## src/rtl/mem_stage_if.sv

```systemverilog
// Data-memory bus between the MEM stage (master) and the data memory (slave).
// Request, write enable, address, write data and byte enables are held until dmem_ack.
interface mem_bus_if;
    logic        dmem_req;
    logic        dmem_we;
    logic [31:0] dmem_addr;
    logic [31:0] dmem_wdata;
    logic [3:0]  dmem_be;
    logic        dmem_ack;
    logic [31:0] dmem_rdata;

    modport master (
        output dmem_req, dmem_we, dmem_addr, dmem_wdata, dmem_be,
        input  dmem_ack, dmem_rdata
    );

    modport slave (
        input  dmem_req, dmem_we, dmem_addr, dmem_wdata, dmem_be,
        output dmem_ack, dmem_rdata
    );
endinterface

```

## src/rtl/mem_stage.sv

```systemverilog
// Pipeline MEM stage: issues aligned loads/stores on the data bus, stalls the pipe
// while an access is outstanding, extends load data and flags misalignment/timeouts.
module mem_stage #(
    parameter int TIMEOUT = 16
) (
    input  logic        clk,
    input  logic        reset,
    input  logic [31:0] i_alu_result,
    input  logic [31:0] i_writedata,
    input  logic        i_memread,
    input  logic        i_memwrite,
    input  logic [1:0]  i_size,
    input  logic        i_is_unsigned,
    input  logic        i_branch,
    input  logic        i_zero,
    mem_bus_if.master   bus,
    output logic [31:0] o_load_data,
    output logic        o_stall,
    output logic        o_pcsrc,
    output logic        o_misalign_err,
    output logic        o_bus_err
);
    localparam int CW = (TIMEOUT > 1) ? $clog2(TIMEOUT) : 1;
    localparam logic [CW-1:0] CNT_LAST = CW'((TIMEOUT > 0) ? (TIMEOUT - 1) : 0);

    typedef enum logic [1:0] {S_IDLE, S_WAIT, S_DONE} state_t;

    state_t      r_state, w_state_next;
    logic        r_req, r_we, r_misalign, r_bus_err;
    logic [31:0] r_addr, r_wdata, r_load;
    logic [3:0]  r_be;
    logic [1:0]  r_off, r_size;
    logic        r_uns, r_is_load;
    logic [CW-1:0] r_cnt;

    logic        w_op, w_legal, w_issue, w_misalign, w_complete, w_abort;
    logic [31:0] w_store_data, w_load_ext;
    logic [3:0]  w_be;
    logic [7:0]  w_byte;
    logic [15:0] w_half;

    assign w_op    = i_memread | i_memwrite;
    assign w_legal = w_op && ((i_size == 2'b00) ||
                              (i_size == 2'b01 && !i_alu_result[0]) ||
                              (i_size == 2'b10 && i_alu_result[1:0] == 2'b00));
    assign o_pcsrc = i_branch & i_zero;

    // Per-lane store data replication and byte enables; loads always read the full word.
    for (genvar gi = 0; gi < 4; gi++) begin : g_lane
        assign w_store_data[8*gi +: 8] =
            (i_size == 2'b00) ? i_writedata[7:0] :
            (i_size == 2'b01) ? i_writedata[8*(gi%2) +: 8] :
                                i_writedata[8*gi +: 8];
        assign w_be[gi] =
            i_memread          ? 1'b1 :
            (i_size == 2'b00)  ? (i_alu_result[1:0] == 2'(gi)) :
            (i_size == 2'b01)  ? (i_alu_result[1] == 1'(gi/2)) :
                                 1'b1;
    end

    assign w_byte = bus.dmem_rdata[{r_off, 3'b000} +: 8];
    assign w_half = r_off[1] ? bus.dmem_rdata[31:16] : bus.dmem_rdata[15:0];

    always_comb begin
        w_load_ext = bus.dmem_rdata;
        case (r_size)
            2'b00:   w_load_ext = {{24{w_byte[7] & ~r_uns}}, w_byte};
            2'b01:   w_load_ext = {{16{w_half[15] & ~r_uns}}, w_half};
            default: w_load_ext = bus.dmem_rdata;
        endcase
    end

    always_ff @(posedge clk) begin
        if (reset) r_state <= S_IDLE;
        else       r_state <= w_state_next;
    end

    always_comb begin
        w_state_next = r_state;
        w_issue      = 1'b0;
        w_misalign   = 1'b0;
        w_complete   = 1'b0;
        w_abort      = 1'b0;
        o_stall      = 1'b0;
        case (r_state)
            S_IDLE: begin
                if (w_legal) begin
                    w_issue      = 1'b1;
                    o_stall      = 1'b1;
                    w_state_next = S_WAIT;
                end else if (w_op) begin
                    w_misalign   = 1'b1;
                end
            end
            S_WAIT: begin
                o_stall = 1'b1;
                // An ack arriving on the last allowed cycle still completes normally.
                if (bus.dmem_ack) begin
                    w_complete   = 1'b1;
                    w_state_next = S_DONE;
                end else if (TIMEOUT > 0 && r_cnt == CNT_LAST) begin
                    w_abort      = 1'b1;
                    w_state_next = S_DONE;
                end
            end
            S_DONE:  w_state_next = S_IDLE;
            default: w_state_next = S_IDLE;
        endcase
    end

    always_ff @(posedge clk) begin
        if (reset) begin
            r_req      <= 1'b0;
            r_we       <= 1'b0;
            r_addr     <= '0;
            r_wdata    <= '0;
            r_be       <= '0;
            r_load     <= '0;
            r_misalign <= 1'b0;
            r_bus_err  <= 1'b0;
            r_off      <= '0;
            r_size     <= '0;
            r_uns      <= 1'b0;
            r_is_load  <= 1'b0;
            r_cnt      <= '0;
        end else begin
            r_misalign <= w_misalign;
            r_bus_err  <= w_abort;
            if (w_issue) begin
                r_req     <= 1'b1;
                r_we      <= i_memwrite;
                r_addr    <= {i_alu_result[31:2], 2'b00};
                r_wdata   <= w_store_data;
                r_be      <= w_be;
                r_off     <= i_alu_result[1:0];
                r_size    <= i_size;
                r_uns     <= i_is_unsigned;
                r_is_load <= i_memread;
                r_cnt     <= '0;
            end else if (r_state == S_WAIT) begin
                r_cnt <= r_cnt + 1'b1;
            end
            if (w_complete) begin
                r_req <= 1'b0;
                if (r_is_load) r_load <= w_load_ext;
            end
            if (w_abort) begin
                r_req  <= 1'b0;
                r_load <= '0;
            end
        end
    end

    assign bus.dmem_req   = r_req;
    assign bus.dmem_we    = r_we;
    assign bus.dmem_addr  = r_addr;
    assign bus.dmem_wdata = r_wdata;
    assign bus.dmem_be    = r_be;
    assign o_load_data    = r_load;
    assign o_misalign_err = r_misalign;
    assign o_bus_err      = r_bus_err;
endmodule

```

## src/flat_wrapper.sv

```systemverilog
// flat-port wrapper written by rule: the top's interface ports become plain ports
module mem_stage_flat 
#(
    parameter int TIMEOUT = 16
)
  (clk, reset, i_alu_result, i_writedata, i_memread, i_memwrite, i_size, i_is_unsigned, i_branch, i_zero, o_load_data, o_stall, o_pcsrc, o_misalign_err, o_bus_err, bus_dmem_req, bus_dmem_we, bus_dmem_addr, bus_dmem_wdata, bus_dmem_be, bus_dmem_ack, bus_dmem_rdata);
  mem_bus_if bus_i ();
  input  logic clk;
  input  logic reset;
  input  logic [31:0] i_alu_result;
  input  logic [31:0] i_writedata;
  input  logic i_memread;
  input  logic i_memwrite;
  input  logic [1:0] i_size;
  input  logic i_is_unsigned;
  input  logic i_branch;
  input  logic i_zero;
  output logic [31:0] o_load_data;
  output logic o_stall;
  output logic o_pcsrc;
  output logic o_misalign_err;
  output logic o_bus_err;
  output wire logic [$bits(bus_i.dmem_req)-1:0] bus_dmem_req;
  output wire logic [$bits(bus_i.dmem_we)-1:0] bus_dmem_we;
  output wire logic [$bits(bus_i.dmem_addr)-1:0] bus_dmem_addr;
  output wire logic [$bits(bus_i.dmem_wdata)-1:0] bus_dmem_wdata;
  output wire logic [$bits(bus_i.dmem_be)-1:0] bus_dmem_be;
  input wire logic [$bits(bus_i.dmem_ack)-1:0] bus_dmem_ack;
  input wire logic [$bits(bus_i.dmem_rdata)-1:0] bus_dmem_rdata;
  assign bus_dmem_req = bus_i.dmem_req;
  assign bus_dmem_we = bus_i.dmem_we;
  assign bus_dmem_addr = bus_i.dmem_addr;
  assign bus_dmem_wdata = bus_i.dmem_wdata;
  assign bus_dmem_be = bus_i.dmem_be;
  assign bus_i.dmem_ack = bus_dmem_ack;
  assign bus_i.dmem_rdata = bus_dmem_rdata;
  mem_stage #(.TIMEOUT(TIMEOUT)) u_core (.clk(clk), .reset(reset), .i_alu_result(i_alu_result), .i_writedata(i_writedata), .i_memread(i_memread), .i_memwrite(i_memwrite), .i_size(i_size), .i_is_unsigned(i_is_unsigned), .i_branch(i_branch), .i_zero(i_zero), .bus(bus_i), .o_load_data(o_load_data), .o_stall(o_stall), .o_pcsrc(o_pcsrc), .o_misalign_err(o_misalign_err), .o_bus_err(o_bus_err));
endmodule
```

## config.mk

```make
export PLATFORM = sky130hd
export DESIGN_NAME = mem_stage_flat
export DESIGN_NICKNAME = d
export VERILOG_FILES = /design/src/rtl/mem_stage_if.sv /design/src/rtl/mem_stage.sv /design/src/flat_wrapper.sv
export SDC_FILE = /design/constraint.sdc
export NUM_CORES = 1
export LEC_CHECK = 0
export BUFFER_PORTS_ARGS = -buffer_cell sky130_fd_sc_hd__buf_2
export CAP_MARGIN = 20
export CORE_MARGIN = 5
export CORE_UTILIZATION = 46
export DETAILED_ROUTE_END_ITERATION = 10
export HOLD_SLACK_MARGIN = 0.1
export PLACE_DENSITY_LB_ADDON = 0.3
export SKIP_LAST_GASP = 1
export SYNTH_ARGS = -nofsm -noshare
export SYNTH_HDL_FRONTEND = slang
export SYNTH_SLANG_ARGS = --single-unit
```

## constraint.sdc

```tcl
create_clock -name clk -period 2.4 [get_ports clk]
set_input_delay 0.48 -clock clk [delete_from_list [all_inputs] [get_ports clk]]
set_output_delay 0.48 -clock clk [all_outputs]
set_load 0.01 [all_outputs]
```

-- After elaboration in Yosys (flattened, before gate mapping)
Cells that the tools add are included.
- bitwise logic cells: 7
- shift-type cells: 1
- mux-type cells: 30
- reduce and logical (&&, ||, !) cells: 16
- $add $sub $neg: 1
- equal/unequal tests: 10
- operator list (kind ; number):
    $pmux W32 S2 ; 1
    $mux W8 ; 5
    $shiftx A32 B6 Y8 ; 1
    $mux W1 ; 18
    $mux W16 ; 1
    $eq A2 B1 Y1 const B ; 4
    $logic_not A2 Y1 ; 4
    $eq A2 B2 Y1 const B ; 3
    $mux W2 ; 3
    $reduce_or A3 Y1 ; 2
    $add A4 B1 Y4 const B ; 1
    $eq A4 B4 Y1 const B ; 1
    $pmux W2 S2 ; 1
    $reduce_and A2 Y1 ; 2
    $reduce_or A2 Y1 ; 2
    $and A1 B1 Y1 ; 3
    $logic_and A1 B1 Y1 ; 3
    $ne A3 B2 Y1 const B ; 1
    $not A1 Y1 ; 3
    $logic_or A1 B1 Y1 ; 2
    $ne A2 B1 Y1 const B ; 1
    $pmux W1 S2 ; 1
    $logic_not A1 Y1 ; 1
    $or A1 B1 Y1 ; 1
- input bits: 106
- register bits after elaboration: 114
- output and inout port bits: 106
- logic and storage cells: 79

-- Depth between registers and ports, before layout
Gate-level depths: netlist (run 1).
- word-level depth: 8
- depth in mapped cells: 8
- gate-level depth less buffers: 5

-- Worst setup path before layout (run 1)
No wires, ideal clock.
- kind: input -> output
- start point: input port i_size[1]
- end point: output port o_stall
- setup slack: 0.690 ns
- stages: 5
- data required time: 1.920 ns
- path buffers: 1
- arrival: 1.230 ns
- path through: buf_2 -> a21oi_1 -> or2_2 -> o21ai_0 -> a21oi_1
- cells in the longest elaborated chain, start to end: 7
- elaborated cells between the ends (all ways): 10
- classes of those cells: eq/ne (2); mux (2); reduce/logical (6)
- RTL lines (what ; line ; source):
    start: declaration ; flat_wrapper.sv:14 ; input logic [1:0] i_size;
    $eq A2 B1 Y1 ; mem_stage.sv:44 ; (i_size == 2'b01 && !i_alu_result[0]) ||
    $logic_and A1 B1 Y1 ; mem_stage.sv:44 ;
    $logic_or A1 B1 Y1 ; mem_stage.sv:43 ; assign w_legal = w_op && ((i_size == 2'b00) ||
    $logic_or A1 B1 Y1 * ; mem_stage.sv:44 ;
    $logic_and A1 B1 Y1 * ; mem_stage.sv:43 ;
    $mux W1 * ; mem_stage.sv:87 ; if (w_legal) begin
    $pmux W1 S2 * ; mem_stage.sv:85 ; case (r_state)
    end: declaration ; flat_wrapper.sv:19 ; output logic o_stall;
Mark *: on every way between the ends. The rest lies on a longest branch, timed or not.

-- Worst setup path after layout (run 1)
- start point: input port i_alu_result[0]
- end point: output port o_stall
- cells in the longest elaborated chain, start to end: 7
- elaborated cells between the ends (all ways): 9
- classes of those cells: mux (2); reduce/logical (7)
- RTL lines (what ; line ; source):
    start: declaration ; flat_wrapper.sv:10 ; input logic [31:0] i_alu_result;
    $logic_not A1 Y1 ; mem_stage.sv:44 ;
    $logic_and A1 B1 Y1 ; mem_stage.sv:44 ;
    $logic_or A1 B1 Y1 ; mem_stage.sv:43 ;
    $logic_or A1 B1 Y1 * ; mem_stage.sv:44 ;
    $logic_and A1 B1 Y1 * ; mem_stage.sv:43 ;
    $mux W1 * ; mem_stage.sv:87 ;
    $pmux W1 S2 * ; mem_stage.sv:85 ;
Marked as above.

==> summary.md, run 1 <==
| Metric | Value |
|---|---|
| Final instance area | `slightly below 7000 um^2` |
| Post-route ant nets | `0` |
| Post-Synthesis Cell Area | `5020 um^2` |
| Worst path slowest cell | `a21oi_1` |
| DIE WIDTH | `114 um` |
| P per Cell Area | `804 nW/um^2` |
| Commonest non-fill, non-tap cells in the layout | `buf_2 (209), nand2_1 (140), dfxtp_1 (114)` |
| Critical R2R Capture | `u_core.o_load_data[31]` |
| Post-DR wirelength/cell | `16.0 um` |
| Final Cycle Share | `84.8%` |
| Clk_lat worst skew | `0.50 ns` |
| Most common cell after layout, fill and taps aside | `buf_2` |
| CP cell instances | `buf_2 > a21oi_1 > or2_2 > o21ai_0 > a21oi_1 > buf_2` |
| Port bufs | `209` |
| Setup-failing EPs final | `0` |
| CTS Root Buffer Type | `clkbuf_8` |
| H-tree depth | `4` |
| Area occupied by multi-input gates | `2460 um^2` |
| TritonRoute pass-1 iters | `5` |
| Crit path max-delay family | `compound AO/OA/AOI/OAI gates` |
| RSZ-0062 raised after global routing | `no` |
| Post-synthesis sequential area ratio | `between 40 and 50%` |
| Slew Viols, Final | `0` |
| HPWL after DPL | `approximately 11000 um` |
| Via count | `slightly above 5k` |
| Clock-pin slew on the worst setup and hold paths | `roughly 0.050 ns` |
| Setup TNS Final | `0 ns` |
| Post-CTS Setup Bufs | `0` |
| Clk_skew | `0.00556 ns` |
| Critical Path Fanout Max | `6` |
| Status | `finished clean` |
| Mapped Cells | `608` |
| Yosys cell types | `49` |
| Post-synth EDFFs | `0` |
| CP startpoint | `i_alu_result[0]` |
| Worst slew pin tran | `0.833 ns` |
| Worst Path Buf+Inv | `2` |
| Post-CTS Resized | `0` |
| Min Hold Slack | `around 0.21 ns` |
| Area grow syn2layout | `34.3%` |
| Placer Congestion | `about 0.9` |
| Required time of the critical path | `1.92 ns` |
| WHS Path Cells | `3` |
| Critical Path Sink Type | `primary output` |
| Row count | `38` |
| Crit Path Class | `input pin to primary output` |
| Initial detailed-routing violation count | `420` |
| Reg area | `2280 um^2` |
| Io pins | `212` |
| Leak | `3.06 nW` |
| Area post-placement | `6100 um^2` |
| Fmax | `491 MHz` |
| Largest net degree at the start of global routing | `between 80 and 90` |
| Endpoints failing hold | `0` |
| Die area | `13100 um^2` |
| Chip height | `114 um` |
| Critical path destination | `o_stall` |
| Post-CTS Hold Fix Bufs | `0` |
| Worst Hold Class | `input pin to flip-flop` |
| Routed vias/inst | `5.35` |
| Initial core utilization | `a little under half` |
| Fraction of registers with async set/reset | `0%` |
| WP depth | `6` |
| Syn. warnings | `0` |
| CORE AREA | `10700 um^2` |
| Remaining Overflow, GRT | `0` |
| Global Route Usage Sum | `22.6%` |
| Critical Path Source Type | `input pin` |
| Share of layout cells above drive strength 1 | `34.4%` |
| TritonCTS buffer count | `17` |
| Max-cap check violation count | `0` |
| Max Root-Sink Buffers | `2` |
| FF+latch count, synth | `about 110` |
| Remaining DRCs | `0` |
| Top_reg_cell synth | `dfxtp_1` |
| Diode count | `0` |
| Slew headroom | `about 44%` |
| Nets@finish | `905` |
| Filler Cell Count | `around 1000` |
| R2R setup slack | `roughly 0.58 ns` |
| Syn avg cell area | `8.25 um^2` |
| First-pass GRT wire length | `23900 um` |
| Slowest stage delay, CP | `0.36 ns` |
| Vias in the first global route | `~4.9k` |
| Total Routed Length | `15200 um` |
| Peak VDD IR | `0.480 mV` |
| CTS sink cnt | `~110` |
| CTS tree | `yes` |
| Initial antenna violation count | `0` |
| R2R depth | `4` |
| Crit Reg-Reg Startpoint | `u_core.r_size[0]` |
| Critical path data arrival time | `roughly 1.6 ns` |
| Period minus WS final | `2.03 ns` |
[registers in the layout, indices dropped and copies added, names as in the netlist]
name,cells
u_core.bus.dmem_addr,30
u_core.bus.dmem_be,4
u_core.bus.dmem_req,1
u_core.bus.dmem_wdata,32
u_core.bus.dmem_we,1
u_core.o_bus_err,1
u_core.o_load_data,32
u_core.o_misalign_err,1
u_core.r_cnt,4
u_core.r_is_load,1
u_core.r_off,2
u_core.r_size,2
u_core.r_state,2
u_core.r_uns,1
[power by group]
part | switching (W) | total, W | internal (W)
Clock | 0.000831 | 0.00259 | 0.00176
Combinational | 0.000458 | 0.000765 | 0.000307
Sequential | 0.0000603 | 0.00206 | 0.00200
[metal layers]
| metal | GRT usage (%) | vias up | wire (um) |
|---|---|---|---|
| met3 | 7.03 | 20 | 1270 |
| met4 | 8.23 | 0 | 252 |
| met2 | 38.2 | 200 | 7530 |
| li1 | - | 2492 | - |
| met1 | 27.1 | 2375 | 6190 |
| met5 | 0 | - | 0 |
[cells by family (layout without fill, tap and decap cells)]
logic type | after synthesis | after routing | share of synthesized area [%]
adder cells (fa/ha/maj) | 1 | 1 | 0.249
multiplexers | 33 | 33 | 6.76
buffers and inverters | 60 | 262 | 6.06
AO/OA/AOI/OAI | 196 | 196 | 24.0
other | 1 | 2 | 0.0748
XOR/XNOR | 3 | 3 | 0.524
flip-flops | 114 | 114 | 45.5
AND/OR/NAND/NOR | 200 | 200 | 16.8
[worst min-delay path by stage]
stage                        startpoint                  endpoint  slack, ns
2_1_floorplan              u_core.r_uns              u_core.r_uns       0.44
3_3_place_gp   u_core.bus.dmem_addr[22]  u_core.bus.dmem_addr[22]       0.44
3_5_place_dp    u_core.bus.dmem_addr[3]   u_core.bus.dmem_addr[3]       0.44
4_1_cts                i_alu_result[29]  u_core.bus.dmem_addr[29]       0.19
5_1_grt                i_alu_result[11]  u_core.bus.dmem_addr[11]       0.19
6_report               i_alu_result[29]  u_core.bus.dmem_addr[29]       0.21
[area by class of cell]
| cell class | instances | area share (%) |
|---|---|---|
| clock buffers | 22 | 6.87 |
| clock inverters | 10 | 2.30 |
| flip-flops and latches | 114 | 33.9 |
| repair buffers | 224 | 17.5 |
| multi-input cells | 435 | 36.5 |
| inverters | 6 | 0.334 |
| well taps | 140 | 2.60 |
[through the flow]
stage          total power, W  utilization [%]  cells  worst slack [ns]
3_5_place_dp          0.00286             56.8    918             0.224
6_report              0.00542             62.7    951             0.365
5_1_grt               0.00566             62.7    951             0.218
4_1_cts               0.00547             62.6    950             0.202
3_3_place_gp          0.00283             56.8    918             0.415
2_1_floorplan         0.00256                -    609             0.690
[worst reg2reg max path, delay by kind of cell (launching register included)]
kind	cells	cell delay [ns]
DFF	1	0.61
and+or+nand+nor	1	0.24
AOI/OAI and AO/OA	3	0.83
[Yosys cell counts (2+ instances only)]
master      n  area, um^2
o21ai_0    42         210
mux2i_1    26         260
nor2_1     30         113
xor2_1      2        17.5
nand3b_1    7        52.6
a21oi_1    91         455
a21oi_2    10        87.6
nor2b_1     2        12.5
o211ai_1    7        52.6
buf_2      15        75.1
o31ai_1     7        52.6
nor3_1      7        35.0
nand3_1     2        10.0
a311oi_1    8        70.1
buf_6       5        56.3
nand2_1   140         526
inv_1       6        22.5
dfxtp_1   114        2280
buf_4       6        45.0
mux2_2      7        78.8
a211o_1     2        17.5
a211oi_1   19         143
clkbuf_1   27         101
Note: power is estimated with default switching activity, not from simulation.
==> run 2: changes to the inputs <==
==> constraint.sdc (replaced) <==
create_clock -name clk -period 1.9 [get_ports clk]
set_input_delay 0.38 -clock clk [delete_from_list [all_inputs] [get_ports clk]]
set_output_delay 0.38 -clock clk [all_outputs]
set_load 0.01 [all_outputs]
==> run 2 against run 1 <==
Critical path depth is the same. Sequential cell count is the same. Utilization grew 3.6 points. First-iteration DRC count grew 2.1%. Cell area grew 5.8%. Critical endpoint unchanged.
==> summary.md, run 2 (synthesis results as in run 1) <==
| Metric | Value |
|---|---|
| Worst Hold Class | `input pin to flip-flop` |
| Leak | `3.23 nW (+5.6%)` |
| Cell Int Power | `0.00488 W (+20%)` |
| Slew Viols, Final | `0 (unchanged)` |
| Net Sw Frac | `26.8% (+1.9 points)` |
| Initial detailed-routing violation count | `429 (+2.1%)` |
| Final Cycle Share | `approximately nine tenths` |
| Clock-pin slew on the worst setup and hold paths | `0.06 ns (about the same)` |
| Clk_lat worst skew | `0.52 ns (+0.02 ns)` |
| Routed vias/inst | `5.38 (+0.59%)` |
| H-tree depth | `4 (unchanged)` |
| Min Hold Slack | `0.124 ns (-0.0868 ns)` |
| Peak VDD IR | `0.543 mV (+13%)` |
| Vias in the first global route | `5157 (+4.5%)` |
| CTS Root Buffer Type | `clkbuf_8` |
| Initial core utilization | `46.7% (unchanged)` |
| Commonest non-fill, non-tap cells in the layout | `buf_2 (209), nand2_1 (140), dfxtp_1 (114)` |
| Remaining DRCs | `0 (unchanged)` |
| Port bufs | `209 (unchanged)` |
| Largest net degree at the start of global routing | `82 (unchanged)` |
| Final Worst Setup Slack | `0.206 ns (-0.159 ns)` |
| Required time of the critical path | `1.52 ns (-0.40 ns)` |
| Max Root-Sink Buffers | `2 (unchanged)` |
| First-pass GRT wire length | `24500 um (+2.4%)` |
| Critical Path Sink Type | `primary output` |
| Io pins | `212 (unchanged)` |
| Global Route Usage Sum | `23.4% (+0.78 points)` |
| CORE AREA | `10700 um^2 (unchanged)` |
| Sw power | `0.00179 W (+32%)` |
| Clock power share | `44.9% (-2.9 points)` |
| Critical Path Fanout Max | `6 (unchanged)` |
| Critical Path Source Type | `input pin` |
| Post-DR wirelength/cell | `15.8 um (-1.7%)` |
| Setup TNS Final | `0 ns (unchanged)` |
| Setup-failing EPs final | `0 (unchanged)` |
| Initial antenna violation count | `0 (unchanged)` |
| Area grow syn2layout | `42.1%` |
| Status | `finished clean` |
| Row count | `38 (unchanged)` |
| Die area | `13100 um^2 (unchanged)` |
| Share of layout cells above drive strength 1 | `34.4% (about the same)` |
| Combinational Power Share | `16.0% (+1.9 points)` |
| CTS tree | `yes` |
| Post-Place Worst Slack | `0.0763 ns (-0.148 ns)` |
| TritonRoute pass-1 iters | `5 (unchanged)` |
| Most common cell after layout, fill and taps aside | `buf_2` |
| Remaining Overflow, GRT | `0 (unchanged)` |
| Period minus WS final | `roughly 1.7 ns` |
| Crit Path Class | `input pin to primary output` |
| DIE WIDTH | `114 um (unchanged)` |
| Endpoints failing hold | `0 (unchanged)` |
| Fmax | `590 MHz` |
| Via count | `5359 (+5.3%)` |
| Nets@finish | `949 (+4.9%)` |
| HPWL after DPL | `11100 um (+1.3%)` |
| RSZ-0062 raised after global routing | `no` |
| Max-cap check violation count | `0 (unchanged)` |
| TritonCTS buffer count | `17 (unchanged)` |
| Total Routed Length | `15700 um (+3.0%)` |
| Placer Congestion | `0.885 (-0.94%)` |
| Filler Cell Count | `913 (-7.8%)` |
| P per Cell Area | `936 nW/um^2 (+16%)` |
| Clk_skew | `0.00742 ns (+0.00186 ns)` |
| Sequential Power Share | `39.1% (+1.0 points)` |
| Critical path data arrival time | `1.31 ns (-0.24 ns)` |
| PnR Total Power | `0.00667 W (+23%)` |
| Chip height | `114 um (unchanged)` |
| Post-route ant nets | `0 (unchanged)` |
| CTS sink cnt | `114 (unchanged)` |
-- run 2: path summary, 6_finish.rpt --
check	from	to	slack [ns]	depth (start not counted)
setup / recovery	i_alu_result[0]	o_stall	0.21	6
setup reg to reg	u_core.r_off[1]	u_core.o_load_data[12]	0.23	4
hold reg to reg	u_core.bus.dmem_addr[3]	u_core.bus.dmem_addr[3]	0.45	2
hold / removal	i_alu_result[4]	u_core.bus.dmem_addr[4]	0.12	3
-- run 2: critical path, cell delays in order --
cell	delay, ns
buf_2	0.14
a21oi_1	0.24
or2_2	0.18
o21ai_0	0.07
a21oi_1	0.14
buf_2	0.15
-- run 2: power groups by stage --
stage	combinational [W]	clock [W]	sequential, W
2_1_floorplan	0.000537	0	0.00270
5_1_grt	0.00117	0.00317	0.00262
4_1_cts	0.00104	0.00305	0.00261
6_report	0.00107	0.00299	0.00261
3_3_place_gp	0.000967	0	0.00265
3_5_place_dp	0.000992	0	0.00265
-- run 2: metrics by stage --
| step | area, um^2 | utilization [%] | cells |
|---|---|---|---|
| after floorplan | 5020 | - | 609 |
| after global placement | 6220 | 57.9 | 930 |
| after detailed placement | 6220 | 57.9 | 930 |
| after CTS | 7100 | 66.0 | 993 |
| after global routing | 7120 | 66.3 | 995 |
| final | 7130 | 66.3 | 996 |
-- run 2: final cells by class --
class / instances / area [um^2] / share of cell area [%]
clock inverters: 14 / 140 / 1.97
repair buffers: 268 / 1620 / 22.7
diodes: 1 / 2.50 / 0.0351
well taps: 140 / 175 / 2.46
inverters: 6 / 22.5 / 0.316
multi-input cells: 435 / 2460 / 34.5
clock buffers: 18 / 428 / 6.00
flip-flops and latches: 114 / 2280 / 32.0
-- run 2: timing repair --
action / CTS / global route
hold buffers: 31 / 0
setup endpoints to repair: 0 / 6
resized for setup: 0 / 0
setup buffers: 0 / 2
endpoints found under the hold margin: 31 / 0
-- run 2: routing by layer --
layer	GRT usage (%)	routed length [um]
met5	0	0
met4	11.2	484
met3	7.88	1380
met2	38.6	7630
met1	27.3	6200
==> run 3: changes to the inputs <==
--- a/config.mk
+++ b/config.mk
@@ -7,11 +7,13 @@
 export LEC_CHECK = 0
 export BUFFER_PORTS_ARGS = -buffer_cell sky130_fd_sc_hd__buf_2
 export CAP_MARGIN = 20
+export CORE_ASPECT_RATIO = 0.7
 export CORE_MARGIN = 5
 export CORE_UTILIZATION = 46
 export DETAILED_ROUTE_END_ITERATION = 10
 export HOLD_SLACK_MARGIN = 0.1
 export PLACE_DENSITY_LB_ADDON = 0.3
+export REMOVE_ABC_BUFFERS = 1
 export SKIP_LAST_GASP = 1
 export SYNTH_ARGS = -nofsm -noshare
 export SYNTH_HDL_FRONTEND = slang
==> run 3 against run 2 <==
Global-route usage decreased by 0.90 points. Critical endpoint unchanged. Highest routed layer unchanged. Total power is 0.30% higher. Largest power group unchanged. Non-clock buffer count is 32 lower. Clock power increased by 3%. Register-to-register slack about the same. Worst setup slack lost 0.089 ns. Critical path type unchanged. Die area increased by 0.25%.
==> summary.md, run 3 (synthesis results as in run 1) <==
| Metric | Value |
|---|---|
| Status | `finished clean` |
| Worst path slowest cell | `a21oi_1` |
| Hold Path Sink | `u_core.bus.dmem_addr[11]` |
| Commonest non-fill, non-tap cells in the layout | `buf_2 (209), nand2_1 (140), dfxtp_1 (114)` |
| Die area | `13100 um^2 (+0.25%)` |
| Slowest stage delay, CP | `0.19 ns (-0.05 ns)` |
| Critical path data arrival time | `1.40 ns (+0.09 ns)` |
| R2R setup slack | `0.22 ns (about the same)` |
| Share of layout cells above drive strength 1 | `35.2% (+0.85 points)` |
| Sw power | `0.00175 W (-2.2%)` |
| Endpoints failing hold | `0 (unchanged)` |
| Post-DR wirelength/cell | `15.4 um (-2.3%)` |
| Sequential Power Share | `38.9% (-0.2 points)` |
| Combinational Power Share | `15.1% (-0.9 points)` |
| Post-CTS Hold Fix Bufs | `0 (-100%)` |
| Area grow syn2layout | `36.2%` |
| Peak VDD IR | `0.675 mV (+24%)` |
| TritonRoute pass-1 iters | `5 (unchanged)` |
| TritonCTS buffer count | `17 (unchanged)` |
| Slew Viols, Final | `0 (unchanged)` |
| Row count | `31 (-18%)` |
| Placer Congestion | `0.849 (-4.1%)` |
| Diode count | `0 (-1)` |
| Worst Path Buf+Inv | `3 (+1)` |
| CORE AREA | `10500 um^2 (-2.2%)` |
| R2R depth | `4 (unchanged)` |
| Chip height | `97.4 um (-15%)` |
| Most common cell after layout, fill and taps aside | `buf_2` |
| Required time of the critical path | `1.52 ns (about the same)` |
| H-tree depth | `4 (unchanged)` |
| HPWL after DPL | `10700 um (-3.8%)` |
| Worst min-delay path startpoint | `i_alu_result[11]` |
| Nets@finish | `917 (-3.4%)` |
| Net Sw Frac | `26.1% (-0.68 points)` |
| Final Cycle Share | `93.8% (+4.7 points)` |
| Clk_lat worst skew | `0.41 ns (-0.11 ns)` |
| Cell Int Power | `0.00495 W (+1.2%)` |
| CTS sink cnt | `114 (unchanged)` |
| CTS Root Buffer Type | `clkbuf_16` |
| DP Cell Count | `938 (+0.86%)` |
| Fmax | `561 MHz (-5.0%)` |
| Via count | `5075 (-5.3%)` |
| Post-route ant nets | `0 (unchanged)` |
| Crit Reg-Reg Startpoint | `u_core.r_off[1]` |
| Crit Path Class | `input pin to primary output` |
| CP cell instances | `buf_2 > a21oi_1 > buf_4 > or2_2 > o21ai_0 > a21oi_1 > buf_2` |
| Initial detailed-routing violation count | `299 (-30%)` |
| Critical Path Sink Type | `primary output` |
| DIE WIDTH | `135 um (+18%)` |
| Crit path max-delay family | `buffers and inverters` |
| Non-filler cells, final | `971 (-2.5%)` |
| Critical R2R Capture | `u_core.o_load_data[14]` |
| Initial antenna violation count | `0 (unchanged)` |
| Setup-failing EPs final | `0 (unchanged)` |
| Max-cap check violation count | `0 (unchanged)` |
| P per Cell Area | `979 nW/um^2 (+4.6%)` |
| Largest net degree at the start of global routing | `82 (unchanged)` |
| Period minus WS final | `1.78 ns (+0.0889 ns)` |
| Io pins | `212 (unchanged)` |
| Critical Path Source Type | `input pin` |
| RSZ-0062 raised after global routing | `no` |
| Min Hold Slack | `0.209 ns (+0.0850 ns)` |
| WHS Path Cells | `3 (unchanged)` |
| Routed vias/inst | `5.23 (-2.9%)` |
| Leak | `3.11 nW (-3.7%)` |
| Vias in the first global route | `4958 (-3.9%)` |
| Worst Hold Class | `input pin to flip-flop` |
| First-pass GRT wire length | `24400 um (-0.45%)` |
| Clk_skew | `0.0142 ns (+0.00682 ns)` |
| Clock power share | `46.0% (+1.1 points)` |
| Total Routed Length | `14900 um (-4.8%)` |
| CTS tree | `yes` |
| Max Root-Sink Buffers | `2 (unchanged)` |
| Critical Path Fanout Max | `4 (-2)` |
| Remaining Overflow, GRT | `0 (unchanged)` |
| Global Route Usage Sum | `22.5% (-0.90 points)` |
| Port bufs | `209 (unchanged)` |
| Initial core utilization | `47.7% (+1.0 points)` |
| Remaining DRCs | `0 (unchanged)` |
| Clock-pin slew on the worst setup and hold paths | `0.05 ns (about the same)` |
-- run 3: worst reg2reg max path, delay by kind of cell, from the launching register on --
family             cells  cell delay, ns
AOI/OAI and AO/OA      3            0.76
DFF                    1            0.40
muxes                  1            0.39
-- run 3: power by group through the flow --
stage               registers, W  clock network, W  logic, W
floorplan                0.00272                 0  0.000415
global placement         0.00264                 0  0.000970
detailed placement       0.00265                 0  0.000994
CTS                      0.00260           0.00311  0.000997
global route             0.00262           0.00324   0.00111
finish                   0.00260           0.00308   0.00101
-- run 3: how the worst max path moves through the flow --
stage / start / endpoint / slack [ns] / cells after the start
6_report: i_size[0] / o_stall / 0.12 / 7
5_1_grt: i_alu_result[1] / o_stall / 0.01 / 7
4_1_cts: u_core.r_off[1] / u_core.o_load_data[17] / 0.06 / 4
3_5_place_dp: bus_dmem_rdata[31] / u_core.o_load_data[17] / 0.03 / 5
3_3_place_gp: i_size[0] / o_stall / 0.12 / 7
2_1_floorplan: i_size[0] / u_core.bus.dmem_addr[10] / -1.04 / 4
-- run 3: area by class of cell --
type                            count  area, um^2
Clock buffer                       22         464
Clock inverter                     10         109
Fill cell                         900        3680
Inverter                            6        22.5
Multi-Input combinational cell    435        2460
Sequential cell                   114        2280
Tap cell                          148         185
Timing Repair Buffer              236        1310
-- run 3: per-stage QoR --
stage | setup slack [ns] | TNS, ns | total power, W | area, um^2 | utilization [%]
3_5_place_dp | 0.0342 | 0 | 0.00364 | 6240 | 59.4
4_1_cts | 0.0623 | 0 | 0.00671 | 6810 | 64.8
2_1_floorplan | -1.04 | -63.27 | 0.00314 | 4740 | -
5_1_grt | 0.0118 | 0 | 0.00697 | 6830 | 65.0
3_3_place_gp | 0.121 | 0 | 0.00362 | 6240 | 59.4
6_report | 0.117 | 0 | 0.00669 | 6830 | 65.0
-- run 3: routing by layer --
metal,track usage (%),vias up,part of all wire (%)
li1,-,2517,-
met1,28.1,2367,44
met2,36.2,172,48
met3,6.94,19,6.7
met4,9.08,0,1.9
met5,0,-,0
-- run 3: what timing repair did --
| action | CTS | global route |
|---|---|---|
| resized for setup | 0 | 0 |
| endpoints found under the setup margin | 0 | 6 |
| buffers inserted | 0 | 1 |
